## src/rtl/simd_issue_arb_pkg.sv

```systemverilog
// Shared types and constants for the SIMD issue arbiter and the SIMD unit wrapper.
// Latency: n/a (types only).
// Backpressure: n/a.
package simd_issue_arb_pkg;

  localparam int SIMD_LAT   = 2;
  localparam int SIMD_DEPTH = 4;
  localparam int SIMD_TAG_W = 6;

  typedef enum logic [12:0] {
    SIMD_NOP  = 13'h0000,
    SIMD_PADD = 13'h0001,
    SIMD_PSUB = 13'h0002,
    SIMD_PAND = 13'h0004,
    SIMD_PXOR = 13'h0008
  } simd_op_e;

  typedef struct packed {
    logic [12:0]           op;
    logic [67:0]           a;
    logic [67:0]           b;
    logic [SIMD_TAG_W-1:0] tag;
  } simd_req_t;

  typedef struct packed {
    logic [67:0]           data;
    logic [SIMD_TAG_W-1:0] tag;
    logic                  src;
  } simd_res_t;

endpackage

```

## src/rtl/simd_issue_arb_if.sv

```systemverilog
// Bundle of issue-port, SIMD-unit and result-port signals around the arbiter.
// Latency: n/a (wiring only).
// Backpressure: req_ready per port, res_ready from the consumer.
interface simd_issue_arb_if;
  import simd_issue_arb_pkg::*;

  logic [1:0]                 req_valid;
  logic [1:0]                 req_ready;
  logic [1:0][12:0]           req_op;
  logic [1:0][67:0]           req_A;
  logic [1:0][67:0]           req_B;
  logic [1:0][SIMD_TAG_W-1:0] req_tag;

  logic                       simd_en;
  logic [12:0]                simd_operation;
  logic [67:0]                simd_A;
  logic [67:0]                simd_B;
  logic [67:0]                simd_res;

  logic                       res_valid;
  logic                       res_ready;
  logic [67:0]                res_data;
  logic [SIMD_TAG_W-1:0]      res_tag;
  logic                       res_src;

  logic                       flush;
  logic                       busy;

  // Arbiter side.
  modport slave (
    input  req_valid, req_op, req_A, req_B, req_tag, simd_res, res_ready, flush,
    output req_ready, simd_en, simd_operation, simd_A, simd_B,
           res_valid, res_data, res_tag, res_src, busy
  );

  // Issue queues / SIMD unit / consumer side.
  modport master (
    output req_valid, req_op, req_A, req_B, req_tag, simd_res, res_ready, flush,
    input  req_ready, simd_en, simd_operation, simd_A, simd_B,
           res_valid, res_data, res_tag, res_src, busy
  );

endinterface

```

## src/rtl/simd_issue_arb_res_fifo.sv

```systemverilog
// Circular result buffer holding SIMD results until the consumer accepts them.
// Latency: push visible at the head one cycle later; head is combinational.
// Backpressure: none internally; the arbiter's credits keep pushes from overflowing.
module simd_res_fifo
  import simd_issue_arb_pkg::*;
#(
  parameter  int DEPTH = SIMD_DEPTH,
  localparam int AW    = (DEPTH > 1) ? $clog2(DEPTH) : 1,
  localparam int CW    = $clog2(DEPTH + 1)
) (
  input  logic          clk,
  input  logic          rst,
  input  logic          push,
  input  simd_res_t     push_dat,
  input  logic          pop,
  input  logic          flush,
  output logic          vld,
  output simd_res_t     head,
  output logic [CW-1:0] count
);

  simd_res_t     mem [DEPTH];
  logic [AW-1:0] wr_ptr;
  logic [AW-1:0] rd_ptr;
  logic          do_push;
  logic          do_pop;

  // Flush wins over both push and pop in the same cycle.
  assign do_push = push & ~flush;
  assign do_pop  = pop & (count != '0) & ~flush;

  function automatic logic [AW-1:0] nxt(input logic [AW-1:0] p);
    return (p == AW'(DEPTH - 1)) ? '0 : p + 1'b1;
  endfunction

  // Pointer and occupancy bookkeeping, wrapping at DEPTH.
  always_ff @(posedge clk or negedge rst) begin
    if (!rst) begin
      wr_ptr <= '0;
      rd_ptr <= '0;
      count  <= '0;
    end else if (flush) begin
      wr_ptr <= '0;
      rd_ptr <= '0;
      count  <= '0;
    end else begin
      if (do_push) wr_ptr <= nxt(wr_ptr);
      if (do_pop)  rd_ptr <= nxt(rd_ptr);
      count <= count + CW'(do_push) - CW'(do_pop);
    end
  end

  // Payload storage; no reset needed because count gates visibility.
  always_ff @(posedge clk) begin
    if (do_push) mem[wr_ptr] <= push_dat;
  end

  assign vld  = (count != '0);
  assign head = mem[rd_ptr];

  no_overflow: assert property (@(posedge clk) disable iff (!rst)
    !(do_push && !do_pop && count == CW'(DEPTH)));

endmodule

```

## src/rtl/simd_issue_arb.sv

```systemverilog
// Round-robin arbiter of two issue ports onto one fixed-latency SIMD unit, with a result buffer.
// Latency: grant -> simd_en 1 cycle; grant -> res_valid LAT+2 cycles.
// Backpressure: credits (buffer slots) gate grants; res_ready stalls only the buffer head.
module simd_issue_arb
  import simd_issue_arb_pkg::*;
#(
  parameter int LAT   = SIMD_LAT,
  parameter int DEPTH = SIMD_DEPTH,
  parameter int TAG_W = SIMD_TAG_W
) (
  input logic             clk,
  input logic             rst,
  simd_issue_arb_if.slave bus
);

  localparam int CW = $clog2(DEPTH + 1);

  typedef struct packed {
    logic             vld;
    logic             src;
    logic [TAG_W-1:0] tag;
  } stage_t;

  logic [CW-1:0] credits;
  logic [CW-1:0] inflight_n;
  logic [CW-1:0] fifo_cnt;
  logic          rr_ptr;
  logic          win;
  logic          issue;
  logic          pop;
  logic          head_vld;
  stage_t [LAT:0] pipe;
  simd_res_t     push_dat;
  simd_res_t     head;

  // Pick the winner from registered rr state; grant only with a free slot and no flush.
  always_comb begin
    win           = bus.req_valid[1] & (~bus.req_valid[0] | rr_ptr);
    issue         = rst & ~bus.flush & (credits != '0) & (|bus.req_valid);
    bus.req_ready = issue ? (win ? 2'b10 : 2'b01) : 2'b00;
  end

  assign pop = head_vld & bus.res_ready & ~bus.flush;

  // One slot per issued op, returned when its result leaves the buffer.
  always_ff @(posedge clk or negedge rst) begin
    if (!rst)           credits <= CW'(DEPTH);
    else if (bus.flush) credits <= CW'(DEPTH);
    else                credits <= credits - CW'(issue) + CW'(pop);
  end

  // Next preference goes to the port that did not just win; held otherwise.
  always_ff @(posedge clk or negedge rst) begin
    if (!rst)       rr_ptr <= 1'b0;
    else if (issue) rr_ptr <= ~win;
  end

  // Issue register toward the SIMD unit; payload holds when nothing is granted.
  always_ff @(posedge clk or negedge rst) begin
    if (!rst) begin
      bus.simd_en        <= 1'b0;
      bus.simd_operation <= '0;
      bus.simd_A         <= '0;
      bus.simd_B         <= '0;
    end else begin
      bus.simd_en <= issue;
      if (issue) begin
        bus.simd_operation <= bus.req_op[win];
        bus.simd_A         <= bus.req_A[win];
        bus.simd_B         <= bus.req_B[win];
      end
    end
  end

  // Source/tag shadow of every op in the unit; stage LAT lines up with simd_res.
  always_ff @(posedge clk or negedge rst) begin
    if (!rst) begin
      pipe <= '0;
    end else if (bus.flush) begin
      pipe <= '0;
    end else begin
      pipe[0] <= '{vld: issue, src: win, tag: bus.req_tag[win]};
      for (int k = 1; k <= LAT; k++) pipe[k] <= pipe[k-1];
    end
  end

  // Number of ops still inside the unit.
  always_comb begin
    inflight_n = '0;
    for (int k = 0; k <= LAT; k++) inflight_n = inflight_n + CW'(pipe[k].vld);
  end

  assign push_dat = '{data: bus.simd_res, tag: pipe[LAT].tag, src: pipe[LAT].src};

  simd_res_fifo #(.DEPTH(DEPTH)) u_fifo (
    .clk      (clk),
    .rst      (rst),
    .push     (pipe[LAT].vld),
    .push_dat (push_dat),
    .pop      (pop),
    .flush    (bus.flush),
    .vld      (head_vld),
    .head     (head),
    .count    (fifo_cnt)
  );

  assign bus.res_valid = head_vld;
  assign bus.res_data  = head.data;
  assign bus.res_tag   = head.tag;
  assign bus.res_src   = head.src;
  assign bus.busy      = (inflight_n != '0) | (fifo_cnt != '0);

  credit_inv: assert property (@(posedge clk) disable iff (!rst)
    credits + inflight_n + fifo_cnt == CW'(DEPTH));

endmodule

```

## src/flat_wrapper.sv

```systemverilog
// flat-port wrapper written by rule: the top's interface ports become plain ports
module simd_issue_arb_flat import simd_issue_arb_pkg::*;
#(
  parameter int LAT   = SIMD_LAT,
  parameter int DEPTH = SIMD_DEPTH,
  parameter int TAG_W = SIMD_TAG_W
)
  (clk, rst, bus_req_valid, bus_req_op, bus_req_A, bus_req_B, bus_req_tag, bus_simd_res, bus_res_ready, bus_flush, bus_req_ready, bus_simd_en, bus_simd_operation, bus_simd_A, bus_simd_B, bus_res_valid, bus_res_data, bus_res_tag, bus_res_src, bus_busy);
  simd_issue_arb_if bus_i ();
  input logic clk;
  input logic rst;
  input wire logic [$bits(bus_i.req_valid)-1:0] bus_req_valid;
  input wire logic [$bits(bus_i.req_op)-1:0] bus_req_op;
  input wire logic [$bits(bus_i.req_A)-1:0] bus_req_A;
  input wire logic [$bits(bus_i.req_B)-1:0] bus_req_B;
  input wire logic [$bits(bus_i.req_tag)-1:0] bus_req_tag;
  input wire logic [$bits(bus_i.simd_res)-1:0] bus_simd_res;
  input wire logic [$bits(bus_i.res_ready)-1:0] bus_res_ready;
  input wire logic [$bits(bus_i.flush)-1:0] bus_flush;
  output wire logic [$bits(bus_i.req_ready)-1:0] bus_req_ready;
  output wire logic [$bits(bus_i.simd_en)-1:0] bus_simd_en;
  output wire logic [$bits(bus_i.simd_operation)-1:0] bus_simd_operation;
  output wire logic [$bits(bus_i.simd_A)-1:0] bus_simd_A;
  output wire logic [$bits(bus_i.simd_B)-1:0] bus_simd_B;
  output wire logic [$bits(bus_i.res_valid)-1:0] bus_res_valid;
  output wire logic [$bits(bus_i.res_data)-1:0] bus_res_data;
  output wire logic [$bits(bus_i.res_tag)-1:0] bus_res_tag;
  output wire logic [$bits(bus_i.res_src)-1:0] bus_res_src;
  output wire logic [$bits(bus_i.busy)-1:0] bus_busy;
  assign bus_i.req_valid = bus_req_valid;
  assign bus_i.req_op = bus_req_op;
  assign bus_i.req_A = bus_req_A;
  assign bus_i.req_B = bus_req_B;
  assign bus_i.req_tag = bus_req_tag;
  assign bus_i.simd_res = bus_simd_res;
  assign bus_i.res_ready = bus_res_ready;
  assign bus_i.flush = bus_flush;
  assign bus_req_ready = bus_i.req_ready;
  assign bus_simd_en = bus_i.simd_en;
  assign bus_simd_operation = bus_i.simd_operation;
  assign bus_simd_A = bus_i.simd_A;
  assign bus_simd_B = bus_i.simd_B;
  assign bus_res_valid = bus_i.res_valid;
  assign bus_res_data = bus_i.res_data;
  assign bus_res_tag = bus_i.res_tag;
  assign bus_res_src = bus_i.res_src;
  assign bus_busy = bus_i.busy;
  simd_issue_arb #(.LAT(LAT), .DEPTH(DEPTH), .TAG_W(TAG_W)) u_core (.clk(clk), .rst(rst), .bus(bus_i));
endmodule
```

## config.mk

```make
export PLATFORM = sky130hd
export DESIGN_NAME = simd_issue_arb_flat
export DESIGN_NICKNAME = d
export VERILOG_FILES = /design/src/rtl/simd_issue_arb_pkg.sv /design/src/rtl/simd_issue_arb_if.sv /design/src/rtl/simd_issue_arb_res_fifo.sv /design/src/rtl/simd_issue_arb.sv /design/src/flat_wrapper.sv
export SDC_FILE = /design/constraint.sdc
export NUM_CORES = 1
export LEC_CHECK = 0
export BUFFER_PORTS_ARGS = -buffer_cell sky130_fd_sc_hd__buf_4
export CAP_MARGIN = 15
export CORE_MARGIN = 2
export CORE_UTILIZATION = 30
export CTS_CLUSTER_SIZE = 14
export DETAILED_ROUTE_END_ITERATION = 10
export PLACE_DENSITY = 0.49
export SLEW_MARGIN = 5
export SYNTH_ARGS = -nofsm -noshare
export SYNTH_HDL_FRONTEND = slang
export SYNTH_SLANG_ARGS = --single-unit
```

## constraint.sdc

```tcl
create_clock -name clk -period 2.77 [get_ports clk]
set_input_delay 0.6925 -clock clk [delete_from_list [all_inputs] [get_ports clk]]
set_output_delay 0.6925 -clock clk [all_outputs]
set_load 0.03 [all_outputs]
```

==> impl_metrics.yaml, run 1 <==
run_status:
  outcome: "finished, violations left"
  violations: "setup timing"
critical_path:
  critPathLaunchType: "flip-flop"
  crit_fanout: 2
  crit_family: "simple AND/OR/NAND/NOR gates"
  worstPathArrival_ns: 2.26
  crit_required_ns: 2.08
  cpPeakStageDelay_ns: 0.54
  worstSetupEndpointType: "output pin"
  crit_type: "reg -> out"
  crit_buf_inv: 2
  crit_path_top_delay_cell: "or4_4"
  cpMostUsedCell: "buf_6"
  crit_chain: "buf_6 -> fa_1 -> or4_4 -> buf_6"
route:
  first_pass_iters: 5
  routed_wl_um: 73720
  drcViolationCount: 0
  vias_per_cell: 5.290
  dr.first_iter.drc_count: 1251
  vias: 15380
  wl_per_cell_um: 25.36
  ant_nets: 0
floorplanning:
  ios: 613
  core-area_um2: 67280
  initial_core_util_pct: 30.38
  die-area_um2: 70240
  die_w_um: 265.0
  rows: 95
  fp.dieH_um: 265.0
cells_and_area:
  fin_util_pct: 42.60
  area_delta_synth_final_pct: 40.22
  final_layout_size_suffix_gt1_share_pct: 41.85
  fillerInstances: 6330
  final_nets: 2384
synth:
  synth-seq-cells: 485
  seq_area_frac_synth_pct: 66.73
  avgSynthCellArea_um2: 14.49
  ys_types: 31
  syn_area_um2: 20440
  synthCells: 1411
  yosysWarnings: 0
  synth_fp_nets: 1809
sta:
  slew_headroom_pct: 36.33
  fmax_ghz: 0.3384
  setup_viol_count_final: 59
  timing.hold.ws_ns: 0.2667
  setup_slack_ns: -0.1848
  min_period_ns: 2.955
  skew_ns: 0.05886
  slew_violations: 0
  tightest_slew_ns: 0.9550
  rsz0062_at_grt: "yes"
  fin_setup_tns_ns: -3.511
  finalHoldViolations: 0
  fin_crit_sh_pct: 106.7
pwr:
  ir_worst_vdd_uv: 545.8
  p_clk_share_pct: 27.2
  power.share.sequential_pct: 34.8
  swShare_pct: 36.13
  p_leak_nw: 10.74
  internal-power_w: 0.01730
  total_power_w: 0.02709
  p_sw_w: 0.009790
  combPwrFrac_pct: 37.9
  pwr_density_cell_nw_per_um2: 945.2
global_route:
  grt_pass1_wl_um: 107100
  use_met1_pct: 24.58
  grtUsageMet3_pct: 6.101
  busiest_layer: "met2"
  grt_overflow_total: 0
  grt_use_total_pct: 20.37
  grt_start_max_net_pins: 173
  grt_pass1_vias: 15690
  antenna_found_initial: 13
  grt.met2_usage_pct: 35.17
cts:
  worstSkewPairLatency_ns: 0.63
  cts_buffers: 56
  cts_root_buffer: "clkbuf_16"
  cts_hold_buffers: 0
  path_clk_slew_ns: 0.06
  h-tree-depth: 2
  cts_tree: "built"
  clockBufferDepth: 3
  clock_sinks: 485
placed_design:
  dp_slack_ns: 0.04232
  place_congestion: 0.8849
  place_hpwl_um: 47570
  port_buffers: 612
flow_run:
  maxCapViolCount: 0
worst_hold_path:
  worstHoldPathType: "in -> reg"
[Yosys cell counts]
library cell | instances | share of area, %
a21oi_1 | 6 | 0.15
a31oi_1 | 298 | 9.1
and2_1 | 5 | 0.15
and3_1 | 2 | 0.061
buf_1 | 10 | 0.18
buf_2 | 16 | 0.39
buf_6 | 10 | 0.55
clkbuf_1 | 121 | 2.2
dfrtp_1 | 184 | 23
dfstp_2 | 1 | 0.13
edfxtp_1 | 300 | 44
fa_1 | 3 | 0.29
ha_1 | 11 | 0.67
inv_1 | 9 | 0.17
mux2_2 | 1 | 0.055
mux2i_1 | 2 | 0.098
mux4_2 | 75 | 8.3
nand2b_1 | 2 | 0.061
nand3b_1 | 155 | 5.7
nor2_1 | 11 | 0.20
nor2b_1 | 21 | 0.64
nor3b_1 | 1 | 0.037
o21ai_0 | 145 | 3.6
o21ai_1 | 10 | 0.24
o311ai_0 | 1 | 0.043
o31ai_1 | 1 | 0.037
or2_2 | 1 | 0.031
or3_1 | 2 | 0.061
or4_1 | 1 | 0.037
xnor2_1 | 2 | 0.086
xor2_1 | 4 | 0.17
[cell usage in the layout (no fill, tap or decap), types with 5 or more instances in the layout]
cell         n
buf_12      33
clkbuf_1    16
dfrtp_1    181
inv_1        8
edfxtp_1   300
a21oi_1      6
o21ai_1     10
clkinv_1     7
ha_1         8
clkinv_2     8
nor2b_1     19
nand3b_1   155
buf_4      549
mux4_2      75
o21ai_0    145
a31oi_1    298
bufinv_16    5
clkbuf_16   56
buf_6       84
nor2_1      11
[layout make-up]
class / instances / area (µm²) / area share [%]
sequential: 485 / 13650 / 47.62
clock buffer: 75 / 1503 / 5.243
timing repair buffer: 673 / 5882 / 20.52
tap: 873 / 1092 / 3.811
multi-input combinational: 761 / 6157 / 21.48
antenna: 3 / 7.507 / 0.02619
clock inverter: 28 / 336.6 / 1.174
inverter: 9 / 36.28 / 0.1266
[power by group through the flow]
stage | Combinational [W] | Clock [W] | Sequential [W]
after floorplan | 0.00356 | 0 | 0.0114
after global placement | 0.00944 | 0 | 0.00954
after detailed placement | 0.00948 | 0 | 0.00956
final | 0.0103 | 0.00738 | 0.00943
after global routing | 0.0108 | 0.00791 | 0.00957
after CTS | 0.0106 | 0.00761 | 0.00943
[per-layer routing]
layer,vias up,wire [µm]
met1,7874,28570
met4,18,2138
li1,6773,-
met5,-,136
met2,587,37260
met3,127,5620
[path summary, 6_finish.rpt]
kind,endpoint,slack (ns),cells past startpoint,startpoint
max in group asynchronous,u_core.u_fifo.rd_ptr[1]$_DFFE_PN0P_,1.10,3,rst
hold / removal,u_core.u_fifo.mem[2][17]$_DFFE_PP_,0.27,1,bus_simd_res[10]
setup reg to reg,u_core.credits[2]$_DFF_PN1_,0.36,11,u_core.credits[1]$_DFF_PN0_
setup / recovery,bus_busy,-0.18,4,u_core.pipe[15]$_DFF_PN0_
min in group asynchronous,u_core.bus.simd_A[61]$_DFFE_PN0P_,0.28,2,rst
hold reg to reg,u_core.pipe[11]$_DFF_PN0_,0.46,1,u_core.pipe[3]$_DFF_PN0_
[cell families after synthesis]
family,share of synthesized area (%)
DFF,66.73
adders and majority gates,0.9671
xor gates and xnor gates,0.2571
muxes,8.416
AOI/OAI and AO/OA,13.14
and+or+nand+nor,6.978
buffers and inverters,3.514
[state kept, by name (all words and copies together) (netlist names)]
| signal | flops |
|---|---|
| u_core.bus.simd_A | 68 |
| u_core.bus.simd_operation | 13 |
| u_core.u_fifo.rd_ptr | 2 |
| u_core.u_fifo.wr_ptr | 2 |
| u_core.bus.simd_B | 68 |
| u_core.bus.simd_en | 1 |
| u_core.u_fifo.count | 3 |
| u_core.u_fifo.mem | 300 |
| u_core.rr_ptr | 1 |
| u_core.credits | 3 |
| u_core.pipe | 24 |
[through the flow]
| step | instances | cell area (µm²) |
|---|---|---|
| floorplan | 1411 | 20480 |
| global placement | 2772 | 26040 |
| detailed placement | 2772 | 26040 |
| CTS | 2908 | 28780 |
| global route | 2905 | 28660 |
| finish | 2907 | 28660 |
[what timing repair did]
action                                 4_1_cts  5_1_grt
setup buffers                               21        6
endpoints found under the hold margin        0        0
cloned                                      13        0
gates resized for setup                    111       27
pin swaps                                    5        3
setup endpoints to repair                   78       76
(Power assumes the default switching activity.)
==> inputs of run 2 (changes only) <==
CORE_MARGIN = not set   (was 2)
==> run 2 against run 1 <==
Against the previous run: the run still ends with setup timing left; design area is 0.12% lower; critical path type unchanged; clock power down 2%; worst setup slack got worse by 0.029 ns; combinational power about the same; non-clock buffer count increased by 8; critical path depth is the same; highest routed layer unchanged; largest power group unchanged; worst hold slack worse by 0.049 ns.
==> impl_metrics.yaml, run 2 (synthesis results as in run 1) <==
run_status:
  outcome: "finished, violations left"
  violations: "setup timing"
route:
  drcViolationCount: 0
  ant_nets: 0
  first_pass_iters: 5
  routed_wl_um: 73940
  dr.first_iter.drc_count: 1011
  vias_per_cell: 5.265
  vias: 15320
  wl_per_cell_um: 25.41
critical_path:
  worstPathArrival_ns: 2.29
  worstSetupEndpointType: "output pin"
  crit_path_top_delay_cell: "or4_4"
  crit_type: "reg -> out"
  cpMostUsedCell: "buf_6"
  crit_family: "simple AND/OR/NAND/NOR gates"
  crit_buf_inv: 2
  crit_required_ns: 2.08
  crit_chain: "buf_6 -> fa_1 -> or4_4 -> buf_6"
  cpPeakStageDelay_ns: 0.54
  crit_fanout: 2
  critPathLaunchType: "flip-flop"
floorplanning:
  core-area_um2: 67280
  die_w_um: 263.0
  fp.dieH_um: 263.0
  die-area_um2: 69180
  initial_core_util_pct: 30.38
  ios: 613
  rows: 95
placed_design:
  place_congestion: 0.9012
  port_buffers: 612
  place_hpwl_um: 49620
  dp_slack_ns: 0.02114
  placed_cells: 2782
pwr:
  ir_worst_vdd_uv: 465.3
  internal-power_w: 0.01705
  pwr_density_cell_nw_per_um2: 937.9
  total_power_w: 0.02685
  combPwrFrac_pct: 37.6
  p_leak_nw: 10.76
  swShare_pct: 36.49
  p_clk_share_pct: 26.9
  power.share.sequential_pct: 35.4
  p_sw_w: 0.009797
global_route:
  grt.met2_usage_pct: 34.33
  busiest_layer: "met2"
  grt_pass1_vias: 15790
  grt_use_total_pct: 20.89
  grt_start_max_net_pins: 151
  grt_overflow_total: 0
  use_met1_pct: 25.25
  antenna_found_initial: 14
  grt_pass1_wl_um: 108400
  grtUsageMet3_pct: 6.725
cells_and_area:
  regMostFlops: "u_core.u_fifo.mem"
  final_cell_mix: "buf_4, edfxtp_1, a31oi_1, dfrtp_1, nand3b_1"
  final_nets: 2391
  reg_top3: "u_core.u_fifo.mem: 300 flops, u_core.bus.simd_A: 68 flops, u_core.bus.simd_B: 68 flops"
  final_common_cell: "buf_4"
  final_layout_size_suffix_gt1_share_pct: 42.31
  stdcell_count: 2910
  largest_register_ffs: 300
  area_delta_synth_final_pct: 40.05
cts:
  worstSkewPairLatency_ns: 0.63
  cts_tree: "built"
  path_clk_slew_ns: 0.06
  clockBufferDepth: 3
  h-tree-depth: 2
  cts_buffers: 55
  clock_sinks: 485
  cts_root_buffer: "clkbuf_16"
  cts_hold_buffers: 0
sta:
  min_period_ns: 2.984
  slew_headroom_pct: 42.20
  fmax_ghz: 0.3351
  fin_crit_sh_pct: 107.7
  tightest_slew_ns: 0.8670
  setup_slack_ns: -0.2142
  slew_violations: 0
  setup_viol_count_final: 32
  skew_ns: 0.03353
  finalHoldViolations: 0
  rsz0062_at_grt: "yes"
flow_run:
  maxCapViolCount: 0
worst_hold_path:
  worstHoldPathType: "in -> async"
-- run 2: area by class of cell --
| type | instances | area [µm²] |
|---|---|---|
| clock inverters | 27 | 264.0 |
| diodes | 2 | 5.005 |
| clock buffers | 72 | 1530 |
| flip-flops and latches | 485 | 13650 |
| multi-input cells | 761 | 6157 |
| fillers | 6312 | 38650 |
| well taps | 873 | 1092 |
| inverters | 9 | 36.28 |
| repair buffers | 681 | 5894 |
-- run 2: timing repair --
item	CTS	global route
setup buffers	17	12
pin swaps	1	2
resized for setup	91	9
endpoints found under the hold margin	0	0
cloned	7	0
endpoints found under the setup margin	78	73
-- run 2: per-layer routing --
metal  share of wire (%)  routed length [µm]
met4                 4.2                3119
met1                  39               28890
met5                0.18                 134
met2                  49               35910
met3                 8.0                5893
-- run 2: final timing paths --
kind | slack [ns] | end | cells after the start | startpoint
max in group asynchronous | 1.45 | u_core.bus.simd_A[45]$_DFFE_PN0P_ | 3 | rst
hold / removal | 0.22 | u_core.bus.simd_A[49]$_DFFE_PN0P_ | 2 | rst
hold reg to reg | 0.45 | u_core.pipe[13]$_DFF_PN0_ | 1 | u_core.pipe[5]$_DFF_PN0_
setup reg to reg | 0.23 | u_core.credits[2]$_DFF_PN1_ | 11 | u_core.credits[1]$_DFF_PN0_
setup / recovery | -0.21 | bus_busy | 4 | u_core.pipe[7]$_DFF_PN0_
min in group clk | 0.26 | u_core.u_fifo.mem[2][73]$_DFFE_PP_ | 1 | bus_simd_res[66]
-- run 2: power groups by stage --
stage                     registers (W)  clock network [W]  logic [W]
after floorplan                  0.0114                  0    0.00356
after global placement          0.00966                  0    0.00943
after detailed placement        0.00969                  0    0.00949
after CTS                       0.00951            0.00743     0.0104
after global routing            0.00963            0.00770     0.0106
final                           0.00951            0.00723     0.0101
-- run 2: metrics by stage --
step	utilization (%)	hold slack (ns)	instance area, µm²	TNS (ns)
2_1_floorplan	-	0.3969	20480	0
6_report	42.55	0.2176	28630	-2.132
3_3_place_gp	38.89	0.4556	26170	0
4_1_cts	42.61	0.2179	28670	-8.094
5_1_grt	42.55	0.2263	28630	-6.995
3_5_place_dp	38.89	0.4582	26170	0
-- run 2: worst register-to-register path: stages (launching register included) --
cell and delay [ns]:
dfrtp_1 0.42, or3_4 0.39, and3_4 0.23, buf_4 0.22, ha_4 0.26, inv_1 0.05
ha_1 0.13, inv_1 0.05, fa_2 0.33, xor2_1 0.17, xnor2_1 0.15, nand2b_1 0.07
==> inputs of run 3 (changes only) <==
clock period = 2.7 ns   (was 2.77 ns; I/O delays follow)
==> run 3 against run 2 <==
Against the previous run: the run still ends with setup timing left; sequential power up 2.5%; utilization down 0.27 points; first-iteration DRC count up 1.2%; wire length about the same; flip-flop and latch count unchanged; design area down 0.63%; clock power up 1%; power up 2.2%; global-route usage up 0.075 points; critical endpoint unchanged.
==> impl_metrics.yaml, run 3 (synthesis results as in run 1) <==
cells_and_area:
  regMostFlops: "u_core.u_fifo.mem"
  final_layout_size_suffix_gt1_share_pct: 41.72
  final_area_um2: 28450
  final_common_cell: "buf_4"
  reg_top3: "u_core.u_fifo.mem: 300 flops, u_core.bus.simd_A: 68 flops, u_core.bus.simd_B: 68 flops"
  final_cell_mix: "buf_4, edfxtp_1, a31oi_1, dfrtp_1, nand3b_1"
  final_nets: 2381
  fillerInstances: 6280
  area_delta_synth_final_pct: 39.17
  largest_register_ffs: 300
  fin_util_pct: 42.28
placed_design:
  place_congestion: 0.9052
  place_hpwl_um: 48850
  port_buffers: 612
  dp_slack_ns: -0.01553
  placed_area_um2: 26040
sta:
  setup_viol_count_final: 76
  min_period_ns: 2.889
  slew_violations: 0
  fin_crit_sh_pct: 107.0
  setup_slack_ns: -0.1888
  skew_ns: 0.02187
  fmax_ghz: 0.3462
  finalHoldViolations: 0
  rsz0062_at_grt: "yes"
  slew_headroom_pct: 35.10
  tightest_slew_ns: 0.9735
pwr:
  total_power_w: 0.02744
  ir_worst_vdd_uv: 451.1
  p_leak_nw: 10.65
  pwr_density_cell_nw_per_um2: 964.5
critical_path:
  crit_required_ns: 2.03
  reg2reg_depth: 11
  worstSetupEndpointType: "output pin"
  crit_type: "reg -> out"
  timing.rr.start: "u_core.credits[0]$_DFF_PN0_"
  crit_fanout: 2
  rrSetupSlack_ns: 0.21
  critPathLaunchType: "flip-flop"
  startpoint: "u_core.pipe[7]$_DFF_PN0_"
  timing.rr.end: "u_core.credits[2]$_DFF_PN1_"
  worstPathArrival_ns: 2.21
run_status:
  violations: "setup timing"
  outcome: "finished, violations left"
global_route:
  grt_pass1_vias: 15780
  antenna_found_initial: 12
  grt_pass1_wl_um: 108600
  grt_start_max_net_pins: 151
  grt_overflow_total: 0
  grt_use_total_pct: 20.97
cts:
  cts_hold_buffers: 0
  path_clk_slew_ns: 0.06
  worstSkewPairLatency_ns: 0.62
  clockBufferDepth: 3
  cts_buffers: 55
  cts_root_buffer: "clkbuf_16"
  clock_sinks: 485
  cts_tree: "built"
  h-tree-depth: 2
floorplanning:
  die-area_um2: 69180
  initial_core_util_pct: 30.38
  ios: 613
  core-area_um2: 67280
  die_w_um: 263.0
  fp.dieH_um: 263.0
  rows: 95
route:
  routed_wl_um: 73950
  first_pass_iters: 5
  ant_nets: 0
  wl_per_cell_um: 25.52
  vias: 15300
  drcViolationCount: 0
  vias_per_cell: 5.279
  dr.first_iter.drc_count: 1023
flow_run:
  maxCapViolCount: 0
worst_hold_path:
  worstHoldPathType: "in -> async"
run 3: cell types whose count changed in the layout (fill, tap and decap cells not counted), moves of 2 or more:
cell and delta:
buf_16 +2, clkinv_1 -3, clkbuf_1 +8, clkinv_2 -3
buf_4 -3, clkinvlp_4 +3, buf_12 -8, clkbuf_8 -7
run 3: area by class of cell:
cell class | count | area [µm²] | share of cell area, %
Timing Repair Buffer | 671 | 5752 | 20.22
Antenna cell | 2 | 5.005 | 0.01759
Tap cell | 873 | 1092 | 3.840
Clock buffer | 73 | 1464 | 5.146
Clock inverter | 24 | 292.8 | 1.029
Sequential cell | 485 | 13650 | 47.98
Multi-Input combinational cell | 761 | 6157 | 21.64
Inverter | 9 | 36.28 | 0.1276
run 3: how the worst max path moves through the flow:
stage	end	cells past startpoint
global route	bus_busy	3
finish	bus_busy	4
detailed placement	bus_req_ready[1]	6
floorplan	u_core.credits[2]$_DFF_PN1_	13
CTS	bus_busy	5
global placement	bus_req_ready[1]	6
run 3: power breakdown:
part	internal, W	switching, W	leakage, nW	total, W
logic	0.00420	0.00615	4.99	0.0104
registers	0.00899	0.000762	4.82	0.00975
clock network	0.00421	0.00311	0.841	0.00733
run 3: through the flow:
step	hold WS [ns]	std cells	TNS [ns]
after global routing	0.1702	2898	-11.95
after CTS	0.1658	2900	-14.24
after global placement	0.4531	2778	-0.001338
after floorplan	0.3794	1411	0
final	0.1598	2898	-5.260
after detailed placement	0.4627	2778	-0.01864
run 3: layer usage:
layer | GRT usage (%) | vias up | wire length, µm
met5 | 0 | - | 126
met4 | 8.345 | 20 | 3078
met3 | 6.398 | 135 | 6068
met2 | 34.88 | 627 | 36500
met1 | 25.34 | 7751 | 28180
li1 | - | 6766 | -
run 3: repair_timing:
action	4_1_cts	5_1_grt
gates cloned	10	0
pin swaps	4	3
gates resized for setup	103	13
setup endpoints to repair	78	78
setup buffers	16	2
run 3: critical path, stage by stage (launching register included):
cell,delay (ns)
dfrtp_1,0.40
buf_6,0.13
fa_1,0.44
or4_4,0.48
buf_6,0.15
